`config.mk`:
```
export PLATFORM = sky130hd
export DESIGN_NAME = sync_fifo_ram
export DESIGN_NICKNAME = d
export VERILOG_FILES = /design/src/rtl/sync_fifo_ram.sv
export SDC_FILE = /design/constraint.sdc
export NUM_CORES = 1
export LEC_CHECK = 0
export ABC_CLOCK_PERIOD_IN_PS = 3400
export CAP_MARGIN = 15
export CORE_UTILIZATION = 62
export DETAILED_ROUTE_END_ITERATION = 6
export GPL_ROUTABILITY_DRIVEN = 0
export PLACE_DENSITY = 0.77
export SYNTH_ARGS = -nofsm -noshare
export SYNTH_HDL_FRONTEND = slang
export SYNTH_SLANG_ARGS = --single-unit
```
`constraint.sdc`:
```
create_clock -name clk -period 3.4 [get_ports clk]
set_input_delay 0.68 -clock clk [delete_from_list [all_inputs] [get_ports clk]]
set_output_delay 0.68 -clock clk [all_outputs]
set_load 0.01 [all_outputs]
```
`src/rtl/sync_fifo_ram.sv`:
```
// Single-clock FIFO over a reset-clearable register array, with count-decoded
// status flags, sticky over/underflow and selectable registered or FWFT output.
module sync_fifo_ram #(
    parameter int unsigned DATA_WIDTH = 8,
    parameter int unsigned ADDR_WIDTH = 5,
    parameter bit          FWFT       = 1'b0,
    parameter int unsigned AF_THRESH  = 2**ADDR_WIDTH - 2,
    parameter int unsigned AE_THRESH  = 2
) (
    input  logic                  clk,
    input  logic                  rst_n,
    input  logic                  flush,
    input  logic                  Write_EN,
    input  logic                  Read_EN,
    input  logic [DATA_WIDTH-1:0] DataIn,
    output logic [DATA_WIDTH-1:0] DataOut,
    output logic                  full,
    output logic                  empty,
    output logic                  almost_full,
    output logic                  almost_empty,
    output logic [ADDR_WIDTH:0]   count,
    output logic                  overflow,
    output logic                  underflow
);

    localparam int unsigned        DEPTH   = 2**ADDR_WIDTH;
    localparam logic [ADDR_WIDTH:0] C_DEPTH = (ADDR_WIDTH+1)'(DEPTH);
    localparam logic [ADDR_WIDTH:0] C_AF    = (ADDR_WIDTH+1)'(AF_THRESH);
    localparam logic [ADDR_WIDTH:0] C_AE    = (ADDR_WIDTH+1)'(AE_THRESH);
    localparam logic [ADDR_WIDTH:0] C_ONE   = (ADDR_WIDTH+1)'(1);

    logic [DATA_WIDTH-1:0] r_mem [DEPTH];
    logic [ADDR_WIDTH:0]   r_wr_ptr;
    logic [ADDR_WIDTH:0]   r_rd_ptr;
    logic [ADDR_WIDTH:0]   r_count;
    logic                  r_overflow;
    logic                  r_underflow;

    logic                  w_full;
    logic                  w_empty;
    logic                  w_wr_acc;
    logic                  w_rd_acc;
    logic [ADDR_WIDTH-1:0] w_wr_addr;
    logic [ADDR_WIDTH-1:0] w_rd_addr;

    assign w_full    = (r_count == C_DEPTH);
    assign w_empty   = (r_count == '0);
    assign w_wr_acc  = Write_EN && !w_full && !flush;
    assign w_rd_acc  = Read_EN && !w_empty && !flush;
    assign w_wr_addr = r_wr_ptr[ADDR_WIDTH-1:0];
    assign w_rd_addr = r_rd_ptr[ADDR_WIDTH-1:0];

    always_ff @(posedge clk or negedge rst_n) begin
        if (!rst_n) begin
            for (int unsigned i = 0; i < DEPTH; i++) begin
                r_mem[i] <= '0;
            end
        end else if (w_wr_acc) begin
            r_mem[w_wr_addr] <= DataIn;
        end
    end

    always_ff @(posedge clk or negedge rst_n) begin
        if (!rst_n) begin
            r_wr_ptr    <= '0;
            r_rd_ptr    <= '0;
            r_count     <= '0;
            r_overflow  <= 1'b0;
            r_underflow <= 1'b0;
        end else if (flush) begin
            r_wr_ptr    <= '0;
            r_rd_ptr    <= '0;
            r_count     <= '0;
            r_overflow  <= 1'b0;
            r_underflow <= 1'b0;
        end else begin
            if (w_wr_acc) r_wr_ptr <= r_wr_ptr + C_ONE;
            if (w_rd_acc) r_rd_ptr <= r_rd_ptr + C_ONE;
            case ({w_wr_acc, w_rd_acc})
                2'b10:   r_count <= r_count + C_ONE;
                2'b01:   r_count <= r_count - C_ONE;
                default: r_count <= r_count;
            endcase
            if (Write_EN && w_full)  r_overflow  <= 1'b1;
            if (Read_EN  && w_empty) r_underflow <= 1'b1;
        end
    end

    // Pointer MSBs carry the wrap lap; occupancy must always equal their distance.
    always_comb begin
        assert (r_count == (r_wr_ptr - r_rd_ptr));
    end

    generate
        if (FWFT) begin : g_fwft
            assign DataOut = r_mem[w_rd_addr];
        end else begin : g_reg
            logic [DATA_WIDTH-1:0] r_dout;
            always_ff @(posedge clk or negedge rst_n) begin
                if (!rst_n) begin
                    r_dout <= '0;
                end else if (w_rd_acc) begin
                    r_dout <= r_mem[w_rd_addr];
                end
            end
            assign DataOut = r_dout;
        end
    endgenerate

    assign full         = w_full;
    assign empty        = w_empty;
    assign almost_full  = (r_count >= C_AF);
    assign almost_empty = (r_count <= C_AE);
    assign count        = r_count;
    assign overflow     = r_overflow;
    assign underflow    = r_underflow;

endmodule

```
==> flow_summary.yaml <==
sta:
  timing.final.crit_period_ns: 3.219
  setup-tns-final_ns: 0
  final-max-slew-violation-count: 0
  fmaxAchievable_mhz: 310.6
  slew_headroom: 0.5135
  worst_clock_skew_ns: 0.006713
  worst_pin_slew_ns: 0.7298
  report.final.setup_viol: 0
  final_period_utilization: 0.9469
  hold_viol_final: 0
  rsz_0062_raised_after_global_routing: "no"
cts:
  cts-htree-levels: 1
  cts_tree: "built"
  hold_buffers: 0
  cts_num_sinks: 282
  clock_transition_at_path_regs_ns: 0.06
  max-clock-path-buffers: 3
  numCtsBuffers: 30
  clk-insertion-delay-late_ns: 0.55
  post-cts-setup-buffers: 0
  ctsRootBufferMaster: "clkbuf_16"
power_and_ir_drop:
  cellInternalPower_uw: 6529
  vdd_drop_max_uv: 411.6
  power.combinational.fraction: 0.230
  powerDensity_nw_per_um2: 611.3
  p_leak_uw: 0.006794
  p_switching_uw: 2706
  switching_share: 0.2930
  seqPwrFrac: 0.419
  pwr-share-clk: 0.350
yosys:
  synth.largest_area_cell: "dfrtp_1"
  synth_seq_area_share: 0.5268
  yosys.cell_types.count: 50
  simple_logic_cell_fraction_of_the_synthesized_area: 0.05091
  synth_mux_area_frac: 0.3177
  synth_top_area_share: 0.5268
  synth_enable_flop_cells: 0
  synth_fa_ha_area_frac: 0.007472
  synth_top_family_by_area: "multiplexers"
  ys.flop_type: "dfrtp_1"
  synthTopCellsByArea: "dfrtp_1 53%, mux2_2 20%, mux2i_1 9.7%, a22oi_1 1.9%, mux2_4 1.8%"
  async_flop_share: 1.000
  synth_fp_nets: 1017
  post_synthesis_xor_xnor_area_fraction: 0.007192
  avgSynthCellArea_um2: 13.45
  synth-compound-area-share: 0.06669
  synth_seq_cells: 282
  synth_warnings: 0
  synthesis.instances: 996
  syn_area_um2: 13400
global_route:
  gr-total-overflow: 0
  grt_start_max_net_pins: 91
  grtUsageTotal: 0.2906
  grt_antenna_before_repair: 0
  vias_in_the_first_global_route: 8654
  grt_first_pass_wirelength_mm: 49.65
drt:
  routed-via-count: 8420
  iteration_0_drc_markers: 505
  final_routed_drc_violation_total: 0
  wire_per_inst_um: 23.16
  first_pass_iters: 5
  postRouteWirelength_mm: 30.47
  route.detailed.vias_per_inst: 6.398
  final_antenna_net_count: 0
critical_path:
  cp.depth: 4
  slowest_stage: "or4b_4"
  timing.critical_path.arrival_ns: 2.54
  reg2reg_depth: 9
  worstSetupEndpointType: "output pin"
  slowest_delay_ns: 0.56
  cpLargestDelayFamily: "simple AND/OR/NAND/NOR gates"
  critPathRequiredTime_ns: 2.72
  crit_chain: "or4b_4 -> or2_4 -> inv_1 -> clkdlybuf4s50_1"
  critPathKind: "flip-flop to output pin"
  cp_max_fo: 7
  critical_path.n_buffers_inverters: 2
  critPathLaunchType: "flip-flop"
status:
  outcome: "complete, no violations"
placement:
  postPlaceCellArea_um2: 14120
  placement.io_buffers: 32
  dp_hpwl_mm: 19.24
layout:
  antenna-diode-count: 0
  finish.net_count: 1043
  drive_above_1_share: 0.3650
  most_common_cell_after_layout_fill_and_taps_aside: "dfrtp_1"
  postLayoutCellArea_um2: 15110
  relative_area_change_from_synthesis_to_final_layout_pct: 12.78
  layout_common_cells: "280 x dfrtp_1, 235 x mux2_2, 130 x mux2i_1, 34 x a22oi_1, 33 x nor2_2"
floorplan:
  chipHeight_um: 149.0
  die_w_um: 149.0
  core_area_um2: 21090
  rows: 53
  io_pins: 33
  die_area_um2: 22200
  initial_utilization: 0.6352
min_path:
  hold_path_class: "primary input to asynchronous set/reset pin"
job:
  timing.max_cap.violations: 0
==> path summary, 6_finish.rpt <==
kind | startpoint | slack (ns) | endpoint
min reg2reg | r_mem[23] | 0.49 | r_mem[23]
min | rst_n | 0.13 | count[0]
min in group clk | r_mem[23] | 0.49 | r_mem[23]
max | count[4] | 0.18 | full
max in group asynchronous | rst_n | 2.47 | r_mem[62]
max reg2reg | count[4] | 0.50 | count[5]
==> per-layer routing <==
metal,share of wire,track usage
met4,0.015,0.06939
met1,0.46,0.4341
met2,0.47,0.4526
met3,0.054,0.03792
met5,0,0
==> registers in the layout, indices dropped and copies added, names as in the netlist <==
signal / cells
underflow: 1
r_rd_ptr: 5
r_wr_ptr: 5
overflow: 1
DataOut: 8
r_mem: 256
count: 6
==> power groups by stage <==
| stage | Sequential (µW) | Clock, µW | Combinational, µW |
|---|---|---|---|
| finish | 3870 | 3240 | 2130 |
| global route | 3910 | 3420 | 2290 |
| detailed placement | 3920 | 0 | 2110 |
| global placement | 3910 | 0 | 2080 |
| CTS | 3870 | 3280 | 2130 |
| floorplan | 3830 | 0 | 1350 |
==> cell type report <==
type	instances	area [µm²]
flip-flops and latches	282	7062
multi-input cells	638	6037
fillers	1477	5981
clock buffers	45	898.4
repair buffers	64	660.6
well taps	275	344.1
clock inverters	6	82.58
inverters	6	22.52
==> synth_stat cells (all sizes together), types with 4 or more instances <==
cell type,n
inv,6
or2,4
clkbuf,48
nand4,5
o21ai,4
xnor2,5
a22oi,34
dfrtp,282
nor2,52
xor2,6
mux2i,130
nor2b,4
nor3,6
mux2,257
nand3,5
a22o,16
o22ai,8
o41ai,8
a21oi,25
nand2,16
a221oi,16
ha,8
buf,22
==> kinds of logic (layout without fill, tap and decap cells) <==
group | count (synthesis) | count (layout)
flip-flops | 282 | 282
buffers and inverters | 76 | 121
adder cells (fa/ha/maj) | 8 | 8
multiplexers | 387 | 387
AO/OA/AOI/OAI | 121 | 121
AND/OR/NAND/NOR | 111 | 111
XOR/XNOR | 11 | 11
==> metrics by stage <==
step	cells	setup WS, ns	utilization	power [µW]	hold WS [ns]
5_1_grt	1316	0.1129	0.7164	9614	0.1900
2_1_floorplan	996	0.4550	-	5188	0.3844
3_3_place_gp	1264	0.3554	0.6684	5988	0.4674
3_5_place_dp	1265	0.2738	0.6697	6033	0.4754
4_1_cts	1316	0.006747	0.7162	9269	0.1781
6_report	1316	0.1806	0.7164	9236	0.1314
==> what timing repair did <==
action	CTS	global route
endpoints found under the setup margin	0	1
hold endpoints to repair	0	0
gates resized for setup	0	2
Power figures use the tool's default switching activity.
